$ cat config.mk
export PLATFORM = sky130hd
export DESIGN_NAME = rep_chk_lane
export DESIGN_NICKNAME = d
export VERILOG_FILES = /design/src/rtl/rep_chk_pkg.sv /design/src/rtl/rep_chk_lane.sv
export SDC_FILE = /design/constraint.sdc
export NUM_CORES = 1
export LEC_CHECK = 0
export CAP_MARGIN = 20
export CELL_PAD_IN_SITES_DETAIL_PLACEMENT = 1
export CELL_PAD_IN_SITES_GLOBAL_PLACEMENT = 1
export CORE_ASPECT_RATIO = 1.4
export CORE_MARGIN = 8
export CORE_UTILIZATION = 39
export CTS_BUF_LIST = sky130_fd_sc_hd__clkbuf_4
export CTS_CLUSTER_DIAMETER = 50
export DETAILED_ROUTE_END_ITERATION = 10
export GPL_ROUTABILITY_DRIVEN = 0
export MAX_ROUTING_LAYER = met4
export PLACE_DENSITY_LB_ADDON = 0.1
export SLEW_MARGIN = 5
export SYNTH_ARGS = -nofsm -noshare
export SYNTH_HDL_FRONTEND = slang
export SYNTH_SLANG_ARGS = --single-unit
$ cat constraint.sdc
create_clock -name clk -period 5 [get_ports clk]
set_input_delay 1 -clock clk [delete_from_list [all_inputs] [get_ports clk]]
set_output_delay 1 -clock clk [all_outputs]
set_load 0.005 [all_outputs]
$ cat src/rtl/rep_chk_pkg.sv
// Shared helpers for the repeated-sequence checker: popcount and saturating add.
package rep_chk_pkg;

  localparam int unsigned VEC_W = 64;

  function automatic int unsigned popcount(input logic [VEC_W-1:0] v);
    int unsigned n;
    n = 0;
    for (int unsigned i = 0; i < VEC_W; i++) begin
      n += 32'(v[i]);
    end
    return n;
  endfunction

  // Clamp a + b to the largest value representable in w bits.
  function automatic logic [VEC_W-1:0] sat_add(input logic [VEC_W-1:0] a,
                                               input logic [VEC_W-1:0] b,
                                               input int unsigned      w);
    logic [VEC_W:0]   sum;
    logic [VEC_W-1:0] maxv;
    maxv = (w >= VEC_W) ? '1 : ((VEC_W'(1) << w) - VEC_W'(1));
    sum  = {1'b0, a} + {1'b0, b};
    if (sum > {1'b0, maxv}) begin
      return maxv;
    end
    return sum[VEC_W-1:0];
  endfunction

endpackage

$ cat src/rtl/rep_chk_lane.sv
// One checker lane: age-shift vector of live attempts, registered pass/fail
// pulses and saturating pass/fail counters.
module rep_chk_lane
  import rep_chk_pkg::*;
#(
  parameter int unsigned DELAY = 1,
  parameter int unsigned REPS  = 3,
  parameter int unsigned CNT_W = 8
) (
  input  logic             clk,
  input  logic             rst,
  input  logic             en_i,
  input  logic             clr_i,
  input  logic             trig_i,
  input  logic             cond_i,
  output logic             pass_o,
  output logic             fail_o,
  output logic             fail_next_o,
  output logic             busy_o,
  output logic [CNT_W-1:0] pass_cnt_o,
  output logic [CNT_W-1:0] fail_cnt_o
);

  localparam int unsigned W  = DELAY + REPS;
  // Stored bit j holds an attempt that is j+1 edges old when the next edge is evaluated,
  // so ages 1..W-1 need only W-1 storage bits.
  localparam int unsigned AW = W - 1;

  logic [AW-1:0]    age_q, age_d;
  logic [AW-1:0]    chk_mask, killed, surv;
  logic             pass_q, pass_d;
  logic             fail_q, fail_d;
  logic [CNT_W-1:0] pcnt_q, pcnt_d;
  logic [CNT_W-1:0] fcnt_q, fcnt_d;

  always_comb begin
    chk_mask = '0;
    for (int unsigned j = 0; j < AW; j++) begin
      chk_mask[j] = (j + 1 >= DELAY);
    end
    killed = cond_i ? '0 : (age_q & chk_mask);
    surv   = age_q & ~killed;
    pass_d = cond_i & age_q[AW-1];
    fail_d = |killed;

    age_d    = '0;
    age_d[0] = trig_i & en_i;
    for (int unsigned j = 1; j < AW; j++) begin
      age_d[j] = surv[j-1];
    end

    pcnt_d = clr_i ? '0 : CNT_W'(sat_add(VEC_W'(pcnt_q), VEC_W'(pass_d), CNT_W));
    fcnt_d = clr_i ? '0 : CNT_W'(sat_add(VEC_W'(fcnt_q),
                                         VEC_W'(popcount(VEC_W'(killed))), CNT_W));
  end

  always_ff @(posedge clk) begin
    if (rst) begin
      age_q  <= '0;
      pass_q <= 1'b0;
      fail_q <= 1'b0;
      pcnt_q <= '0;
      fcnt_q <= '0;
    end else begin
      age_q  <= age_d;
      pass_q <= pass_d;
      fail_q <= fail_d;
      pcnt_q <= pcnt_d;
      fcnt_q <= fcnt_d;
    end
  end

  assign pass_o      = pass_q;
  assign fail_o      = fail_q;
  assign fail_next_o = fail_d;
  assign busy_o      = |age_q;
  assign pass_cnt_o  = pcnt_q;
  assign fail_cnt_o  = fcnt_q;

endmodule

Word level (Yosys, flattened, before mapping)
Cells that the tools add are included.
{ "totals": {"inputBits": 6, "output_inout_bits": 20, "regBits": 21, "elab_cells": 25} }
{ "op_classes": {"muxes": 7, "order_cmp": 2, "bitwise": 4, "n_reduce_logical": 3, "n_addsub": 4} }
{ "op_table": {"columns": ["op", "count"], "rows": [
  ["8-bit two-way mux", 4],
  ["9-bit by 8-bit > comparator with 1-bit output (second input constant)", 2],
  ["8-bit by 1-bit adder with 9-bit output", 1],
  ["8-bit by 3-bit adder with 9-bit output", 1],
  ["3-bit OR reduction", 2],
  ["2-bit by 1-bit adder with 3-bit output", 1],
  ["3-bit two-way mux", 1],
  ["1-bit by 1-bit adder with 2-bit output", 1],
  ["1-bit AND", 2],
  ["2-bit AND", 1],
  ["1-bit two-way mux", 2],
  ["2-bit inverter", 1],
  ["2-bit OR reduction", 1]
]} }

Longest topological paths before layout
Gate-level depths: netlist of the first run.
{ "depth": {"ltp_word": 7, "ltp_mapped": 9, "ltp_nobuf": 9} }

Worst setup path before layout of the first run
Ideal clock, no wire load.
{ "synth_timing": {"path_kind": "input port to flip-flop", "start": "in cond_i", "end": "reg fcnt_q[7], in the netlist fail_cnt_o[7]", "cell_stages": 9, "path_buffers": 0, "required_time_ns": 4.884, "setup_time_ns": 0.116, "arrival_time_ns": 2.952, "slack_ns": 1.932, "path_cell_list": "nand2b_1 > fa_1 > inv_1 > ha_1 > inv_1 > fa_1 > and4b_4 > or4_1 > o211a_1"} }
{ "synth_between": {"elab_chain_len": 7} }
{ "synth_lines": {"columns": ["item", "line_no", "rtl"], "rows": [
  ["start: declaration", "rep_chk_lane.sv:15", "input logic cond_i,"],
  ["3-bit two-way mux *", "rep_chk_lane.sv:41", "killed = cond_i ? '0 : (age_q & chk_mask);"],
  ["1-bit by 1-bit adder with 2-bit output", "rep_chk_pkg.sv:10", "n += 32'(v[i]);"],
  ["2-bit by 1-bit adder with 3-bit output *", "rep_chk_pkg.sv:10", null],
  ["8-bit by 3-bit adder with 9-bit output *", "rep_chk_pkg.sv:22", "sum = {1'b0, a} + {1'b0, b};"],
  ["9-bit by 8-bit > comparator with 1-bit output", "rep_chk_pkg.sv:23", "if (sum > {1'b0, maxv}) begin"],
  ["1-bit two-way mux", "rep_chk_pkg.sv:23", null],
  ["8-bit two-way mux *", "rep_chk_pkg.sv:26", "return sum[VEC_W-1:0];"],
  ["end signal: assignment", "rep_chk_lane.sv:69", "fcnt_q <= fcnt_d;"],
  ["end: declaration", "rep_chk_lane.sv:34", "logic [CNT_W-1:0] fcnt_q, fcnt_d;"]
]} }
Every way passes the cells marked *; elsewhere a longest branch is shown, timed or not.
A chain may end at the register's enable or synchronous reset.

Worst setup path in the final report of the first run
Same ends and word-level chain as after synthesis.

==> impl_metrics.tcl, run 1 <==
set metrics [dict create \
    min_period_over_period_pct 68.0 \
    min_path_type "reg2reg" \
    crit_chain "clkdlybuf4s50_1 -> nand2b_1 -> fa_1 -> inv_1 -> ha_1 -> inv_1 -> fa_1 -> and4b_4 -> or4_1 -> o211a_1" \
    antenna_left 0 \
    p_per_area_nw_per_um2 213 \
    worstMarginPinSlew_ps 408 \
    wirelength_um 2260 \
    yosysWarnings 0 \
    wire_per_inst_um 14.5 \
    synth-async-reset-ratio_pct 0 \
    critPathTopFamily "adder cells" \
    synthFlopType "dfxtp_1" \
    final-setup-viol-count 0 \
    start_util_pct 40.5 \
    post-route-drc-count 0 \
    io_buffers 25 \
    synthTopCellsByCount "dfxtp_1, inv_1, a21oi_1, a31oi_1, nor3_1" \
    hold_viol 0 \
    clock_path_buffers 2 \
    tns_ps 0 \
    grt_pass1_vias 899 \
    synthesis.nets 116 \
    p_leak_nw 0.468 \
    clk_root_buffer_cell "clkbuf_4" \
    critical_path_class "in2reg" \
    diodes 0 \
    syn_inst 104 \
    peakVddDrop_mv 0.0920 \
    synth_edf_count 0 \
    synth_cell_type_count 32 \
    netlist_area_um2 958 \
    status "finished clean" \
    synthTopCellsByArea "dfxtp_1, ha_1, a31oi_1" \
    drive_above_1_share_pct 5.30 \
    drtIter0Drc 15 \
    die_area_um2 4320 \
    grt_pass1_wl_um 3950 \
    cts-buffers-inserted 3 \
    clock_latency_ps 300 \
    first_pass_iters 4 \
    synth_top_area_share_pct 43.9 \
    critPathCaptureType "flip-flop" \
    gr-total-overflow 0 \
    finalMaxSlewViolations 0 \
    slowest_stage "fa_1" \
    rows 21 \
    cts_resized 0 \
    dpl.hpwl_um 1770 \
    cts_setup_buffers 0 \
    finalNetCount 145 \
    core_area_um2 2360 \
    holdBufCountCts 0 \
    syn_to_final_growth_pct 31.9 \
    die_w_um 57.9 \
    fin_crit_ps 3400 \
    die_h_um 74.7 \
    fin_skew_ps 6.63 \
    synth.avg_cell_area_um2 9.22 \
    cap_violations 0 \
    crit_path_start_kind "input port" \
    synth_most_common_cell "dfxtp_1" \
    antenna_found_initial 0 \
    grt_max_degree 12 \
    rsz0062_at_grt "false" \
    cts_tree "done" \
    cp_max_fo 7 \
    cp_data_arrival_time_ps 3600 \
    cts.htree.levels 1 \
    vias 840 \
    cp_slowest_stage_delay_ps 510 \
    relSlewSlack_pct 72.8 \
    power_uw 269 \
    avgViaCountPerCell 5.42 \
    clkSlewWorstSetupHoldPaths_ps 120 \
    seq_area_frac_synth_pct 43.9 \
    ios 26 \
    grtUsageTotal_pct 11.8 \
    fmax_ghz 0.294 \
    cp_num_buf_inv 3 \
    required_ps 5200 \
    clock-sinks 21 \
    ys_seq_elements 21 \
    yosysTopAreaCell "dfxtp_1" \
]
kinds of logic after synthesis:
| group | share of synthesized area (%) |
|---|---|
| xor+xnor | 1.83 |
| flops | 43.9 |
| simple gates | 25.7 |
| buf+inv | 3.92 |
| fa+ha+maj | 9.40 |
| compound gates | 15.3 |
worst reg2reg max path: stages, from the launching register on:
cell,delay [ps]
dfxtp_1,390
nand2b_1,90
fa_1,490
inv_1,40
ha_1,200
inv_1,70
fa_1,220
and4b_4,230
or4_1,490
o211a_1,140
layer usage:
metal / routed length (um) / vias to the layer above / share of wire, % / track usage [%]
met5: 0 / - / 0 / -
met2: 1140 / 18 / 50 / 20.1
li1: - / 428 / - / -
met1: 1020 / 392 / 45 / 13.1
met4: 19 / 0 / 0.84 / 4.92
met3: 78 / 2 / 3.5 / 2.56
where the power goes:
group / switching, mW / internal [mW] / total [mW]
logic: 0.00602 / 0.00742 / 0.0134
registers: 0.000487 / 0.168 / 0.169
clock network: 0.0509 / 0.0364 / 0.0873
total: 0.0574 / 0.212 / 0.269
registers in the layout, summed over array words and instances, names as in the netlist:
signal	cells
pass_o	1
fail_o	1
age_q	3
fail_cnt_o	8
pass_cnt_o	8
final cells by class:
type,instances,area (um^2)
clock buffer,4,30.0
fill,289,1100
inverter,9,33.8
multi-input combinational,73,500
sequential,21,420
tap,23,28.8
timing repair buffer,25,250
worst paths after layout:
path / from / end / slack, ps / cells after the start
max reg2reg: age_q[2]$_SDFF_PP0_ / fail_cnt_o[7]$_SDFF_PP0_ / 2540 / 9
max: cond_i / fail_cnt_o[7]$_SDFF_PP0_ / 1600 / 10
min reg2reg: age_q[0]$_SDFF_PP0_ / age_q[1]$_SDFF_PP0_ / 500 / 1
min: age_q[0]$_SDFF_PP0_ / age_q[1]$_SDFF_PP0_ / 500 / 1
stage by stage:
step	utilization [%]	area [um^2]	std cells	setup slack (ps)	hold WS, ps
after global placement	52.2	1230	151	1340	480
after CTS	53.4	1260	155	1580	504
final	53.4	1260	155	1600	498
after floorplan	-	958	104	1930	446
after global routing	53.4	1260	155	1510	520
after detailed placement	52.2	1230	151	1260	484
cell usage in the layout, fill, tap and decap left out:
cell type	synthesis	layout
a21oi_1	7	7
a31oi_1	7	7
and2_1	4	4
and3_1	1	1
and3b_1	1	1
and4_1	1	1
and4b_1	1	1
and4b_4	1	1
clkbuf_4	0	4
clkdlybuf4s50_1	0	25
dfxtp_1	21	21
fa_1	2	2
ha_1	4	4
inv_1	9	9
nand2_1	5	5
nand2b_1	2	2
nand3_1	3	3
nand3_2	1	1
nand4_1	2	2
nor2_1	4	4
nor2b_1	2	2
nor3_1	6	6
nor4b_1	1	1
o211a_1	1	1
o21a_1	2	2
o21ai_0	5	5
o21bai_1	1	1
o311a_1	1	1
or2_2	1	1
or3_1	4	4
or4_1	1	1
xnor2_1	1	1
xor2_1	1	1
Note: power is estimated with default switching activity, not from simulation.
==> run 2, diff against run 1 <==
Settings changed: CORE_UTILIZATION 39 to 36.
Clock period 5 ns to 3.3 ns, I/O delays scaled along.
==> impl_metrics.tcl, run 2 (synthesis results as in run 1) <==
set metrics [dict create \
    reg2reg_slack_ps 830 \
    io_buffers 25 \
    die_area_um2 4590 \
    wire_per_inst_um 14.8 \
    finalMaxSlewViolations 0 \
    timing.rr.start "age_q[0]$_SDFF_PP0_" \
    drtIter0Drc 20 \
    gr-total-overflow 0 \
    diodes 0 \
    core_area_um2 2590 \
    cts_setup_buffers 0 \
    fmax_ghz 0.329 \
    die_w_um 59.6 \
    cts-buffers-inserted 3 \
    most-common-layout-cells "clkdlybuf4s50_1, dfxtp_1, inv_1" \
    worstMarginPinSlew_ps 434 \
    place_ws_ps -64.7 \
    layout_commonest_cell "clkdlybuf4s50_1" \
    avgViaCountPerCell 5.13 \
    grt_max_degree 13 \
    start_util_pct 37.0 \
    antenna_found_initial 0 \
    clock_latency_ps 310 \
    wirelength_um 2510 \
    cp_max_fo 4 \
    cts.htree.levels 1 \
    gr-usage-met2_pct 20.7 \
    min_period_over_period_pct 92.1 \
    nFillCells 322 \
    drive_above_1_share_pct 6.72 \
    cap_violations 0 \
    hold_viol 0 \
    final_cells 170 \
    holdCritStartpoint "age_q[0]$_SDFF_PP0_" \
    critPathCaptureType "flip-flop" \
    grtUsageMet3_pct 2.34 \
    dpl.hpwl_um 2020 \
    clkSlewWorstSetupHoldPaths_ps 130 \
    first_pass_iters 4 \
    p_per_area_nw_per_um2 314 \
    holdBufCountCts 0 \
    clock-sinks 21 \
    required_ps 3520 \
    final-setup-viol-count 0 \
    relSlewSlack_pct 70.9 \
    critical_path_class "in2reg" \
    startpoint "cond_i" \
    cp_data_arrival_time_ps 3260 \
    syn_to_final_growth_pct 34.9 \
    die_h_um 77.1 \
    ios 26 \
    vias 872 \
    finalNetCount 147 \
    fin_crit_ps 3040 \
    cts_resized 0 \
    rsz0062_at_grt "false" \
    peakVddDrop_mv 0.244 \
    rows 22 \
    crit_path_start_kind "input port" \
    grtUsageTotal_pct 12.0 \
    grt_pass1_wl_um 4250 \
    fin_util_pct 50.0 \
    grt_pass1_vias 924 \
    antenna_left 0 \
    min_path_type "reg2reg" \
    clock_path_buffers 2 \
    grt-busiest-layer "met2" \
    p_leak_nw 0.477 \
    status "finished clean" \
    cts_tree "done" \
    post-route-drc-count 0 \
    fin_skew_ps 8.95 \
    power_uw 405 \
    clk_root_buffer_cell "clkbuf_4" \
    placed_cells 166 \
    use_met1_pct 12.9 \
    setup_slack_ps 260 \
    hold_ws_ps 501 \
]
## run 2: changes by cell type in the layout (fill, tap and decap cells not counted), sizes merged
cell,change
buf,+2
clkbuf,-1
clkinv,+1
## run 2: cell type report
class | instances | area [um^2] | share of cell area [%]
multi-input cells | 73 | 500 | 38.7
flip-flops and latches | 21 | 420 | 32.5
repair buffers | 27 | 265 | 20.5
well taps | 36 | 45.0 | 3.48
inverters | 9 | 33.8 | 2.61
clock buffers | 3 | 22.5 | 1.74
clock inverters | 1 | 5.00 | 0.387
## run 2: worst max-delay path: stages
cell	delay (ps)
clkdlybuf4s50_1	470
nand2b_1	200
fa_1	500
inv_1	40
ha_1	210
inv_1	100
fa_1	210
and4b_4	210
or4_1	510
o211a_1	140
## run 2: path summary, 6_finish.rpt
kind | to | cells after the start
setup / recovery | fail_cnt_o[7]$_SDFF_PP0_ | 10
hold / removal | age_q[1]$_SDFF_PP0_ | 1
setup reg to reg | fail_cnt_o[7]$_SDFF_PP0_ | 9
hold reg to reg | age_q[1]$_SDFF_PP0_ | 1
## run 2: power by group
part	switching [mW]	leakage, nW	internal, mW
Combinational	0.0100	0.290	0.0120
Clock	0.0827	0.0177	0.0452
Sequential	0.000740	0.169	0.255
Total	0.0934	0.477	0.312
## run 2: metrics by stage
stage | TNS [ps] | instance area (um^2)
CTS | 0 | 1290
floorplan | 0 | 958
detailed placement | -64.7 | 1260
global route | 0 | 1290
global placement | 0 | 1260
finish | 0 | 1290
## run 2: metal layers
layer  share of wire [%]  vias up  wire (um)
met2                  55       15       1370
met3                 2.8        6         70
met5                   0        -          0
li1                    -      434          -
met4                 2.2        0         55
met1                  40      417       1010
==> run 3, diff against run 2 <==
Settings changed: CAP_MARGIN 20 to 5.
Clock period 3.3 ns to 2.9 ns, I/O delays scaled along.
==> impl_metrics.tcl, run 3 (synthesis results as in run 1) <==
set metrics [dict create \
    status "finished clean" \
    cp_common_cell "inv_1" \
    power_uw 469 \
    fin_skew_ps 7.08 \
    p_clk_share_pct 32.7 \
    avgViaCountPerCell 5.01 \
    final-setup-viol-count 0 \
    grtUsageTotal_pct 11.8 \
    most-common-layout-cells "clkdlybuf4s50_1, dfxtp_1, inv_1" \
    p_per_area_nw_per_um2 360 \
    slowest_stage "fa_1" \
    startpoint "cond_i" \
    cp_num_buf_inv 3 \
    drtIter0Drc 11 \
    cts_setup_buffers 0 \
    cp_data_arrival_time_ps 2900 \
    internal-power_uw 366 \
    setup_slack_ps 215 \
    cts-buffers-inserted 3 \
    vias 857 \
    cts_tree "done" \
    post-route-drc-count 0 \
    required_ps 3110 \
    antenna_found_initial 0 \
    use_met1_pct 12.6 \
    grt_pass1_vias 915 \
    nFillCells 328 \
    grtUsageMet3_pct 1.50 \
    rsz0062_at_grt "false" \
    hold_viol 0 \
    clk_root_buffer_cell "clkbuf_4" \
    fin_util_pct 50.4 \
    holdCritStartpoint "age_q[1]$_SDFF_PP0_" \
    gr-total-overflow 0 \
    hold_end "age_q[2]$_SDFF_PP0_" \
    diodes 0 \
    gr-usage-met2_pct 20.6 \
    rows 22 \
    cap_violations 0 \
    comb_power_share_pct 5.3 \
    crit_path_start_kind "input port" \
    crit_chain "dlygate4sd2_1 -> nand2b_1 -> fa_1 -> inv_1 -> ha_1 -> inv_1 -> fa_2 -> and4b_4 -> or4_1 -> o211a_1" \
    core_area_um2 2590 \
    drive_above_1_share_pct 8.15 \
    place_ws_ps -352 \
    grt_max_degree 12 \
    min_period_over_period_pct 92.6 \
    die_area_um2 4590 \
    fmax_ghz 0.372 \
    dpl.hpwl_um 2050 \
    cp_max_fo 4 \
    critical_path_class "in2reg" \
    critPathTopFamily "adder cells" \
    grt_pass1_wl_um 4190 \
    p_sw_share_pct 22.0 \
    p_leak_nw 0.485 \
    p_switching_uw 103 \
    layout_commonest_cell "clkdlybuf4s50_1" \
    die_w_um 59.6 \
    fin_crit_ps 2690 \
    critPathCaptureType "flip-flop" \
    min_path_type "reg2reg" \
    finalMaxSlewViolations 0 \
    hold_ws_ps 500 \
    timing.rr.start "age_q[0]$_SDFF_PP0_" \
    rr_worst_depth 9 \
    cts.htree.levels 1 \
    syn_to_final_growth_pct 36.0 \
    finalNetCount 148 \
    clkSlewWorstSetupHoldPaths_ps 120 \
    worstMarginPinSlew_ps 491 \
    clock-sinks 21 \
    peakVddDrop_mv 0.244 \
    start_util_pct 37.0 \
    hold_depth 1 \
    io_buffers 25 \
    grt-busiest-layer "met2" \
    clock_latency_ps 310 \
    antenna_left 0 \
    cp_slowest_stage_delay_ps 520 \
    rr_endpoint "fail_cnt_o[7]$_SDFF_PP0_" \
    clock_path_buffers 2 \
    ios 26 \
    first_pass_iters 2 \
    reg2reg_slack_ps 470 \
    wire_per_inst_um 14.9 \
    wirelength_um 2540 \
    relSlewSlack_pct 67.2 \
    pwr-share-seq_pct 61.9 \
    die_h_um 77.1 \
]
==> run 3: cell count changes in the layout (fill, tap and decap cells not counted) <==
cell	previous run	this run
buf_4	2	3
clkbuf_4	3	4
clkdlybuf4s50_1	25	24
clkinv_2	1	0
dlygate4sd2_1	0	1
fa_1	2	1
fa_2	0	1
==> run 3: worst max path at each step <==
stage               slack [ps]  depth (start not counted)                  endpoint
floorplan                  250                          9  fail_cnt_o[7]$_SDFF_PP0_
global placement          -250                         10  fail_cnt_o[7]$_SDFF_PP0_
finish                     210                         10  fail_cnt_o[7]$_SDFF_PP0_
detailed placement        -350                         10  fail_cnt_o[7]$_SDFF_PP0_
CTS                        200                         10  fail_cnt_o[7]$_SDFF_PP0_
global route               130                         10  fail_cnt_o[7]$_SDFF_PP0_
==> run 3: area by class of cell <==
cell class              count  area, um^2  area share, %
clock buffers               4        30.0           2.30
inverters                   9        33.8           2.59
multi-input cells          73         503           38.6
flip-flops and latches     21         420           32.2
well taps                  36        45.0           3.45
repair buffers             28         272           20.8
==> run 3: metal layers <==
metal / vias to the layer above / part of all wire (%)
met5: - / 0
met2: 13 / 54
li1: 435 / -
met3: 4 / 2.2
met1: 405 / 42
met4: 0 / 1.5
==> run 3: repair_timing <==
action	CTS	global route
hold buffers	0	0
gates resized for setup	2	0
endpoints found under the hold margin	0	0
setup endpoints to repair	1	0
==> run 3: power by group through the flow <==
| stage | clock (mW) | sequential [mW] | combinational, mW |
|---|---|---|---|
| 2_1_floorplan | 0 | 0.297 | 0.00879 |
| 3_3_place_gp | 0 | 0.297 | 0.0247 |
| 4_1_cts | 0.157 | 0.291 | 0.0254 |
| 5_1_grt | 0.169 | 0.291 | 0.0276 |
| 6_report | 0.154 | 0.291 | 0.0249 |
| 3_5_place_dp | 0 | 0.297 | 0.0258 |
==> run 3: metrics by stage <==
step                      setup TNS, ps  cell area, um^2  std cells
after floorplan                       0              958        104
after global placement            -1170             1270        167
after detailed placement          -1960             1270        167
after CTS                             0             1300        171
after global routing                  0             1300        171
final                                 0             1300        171
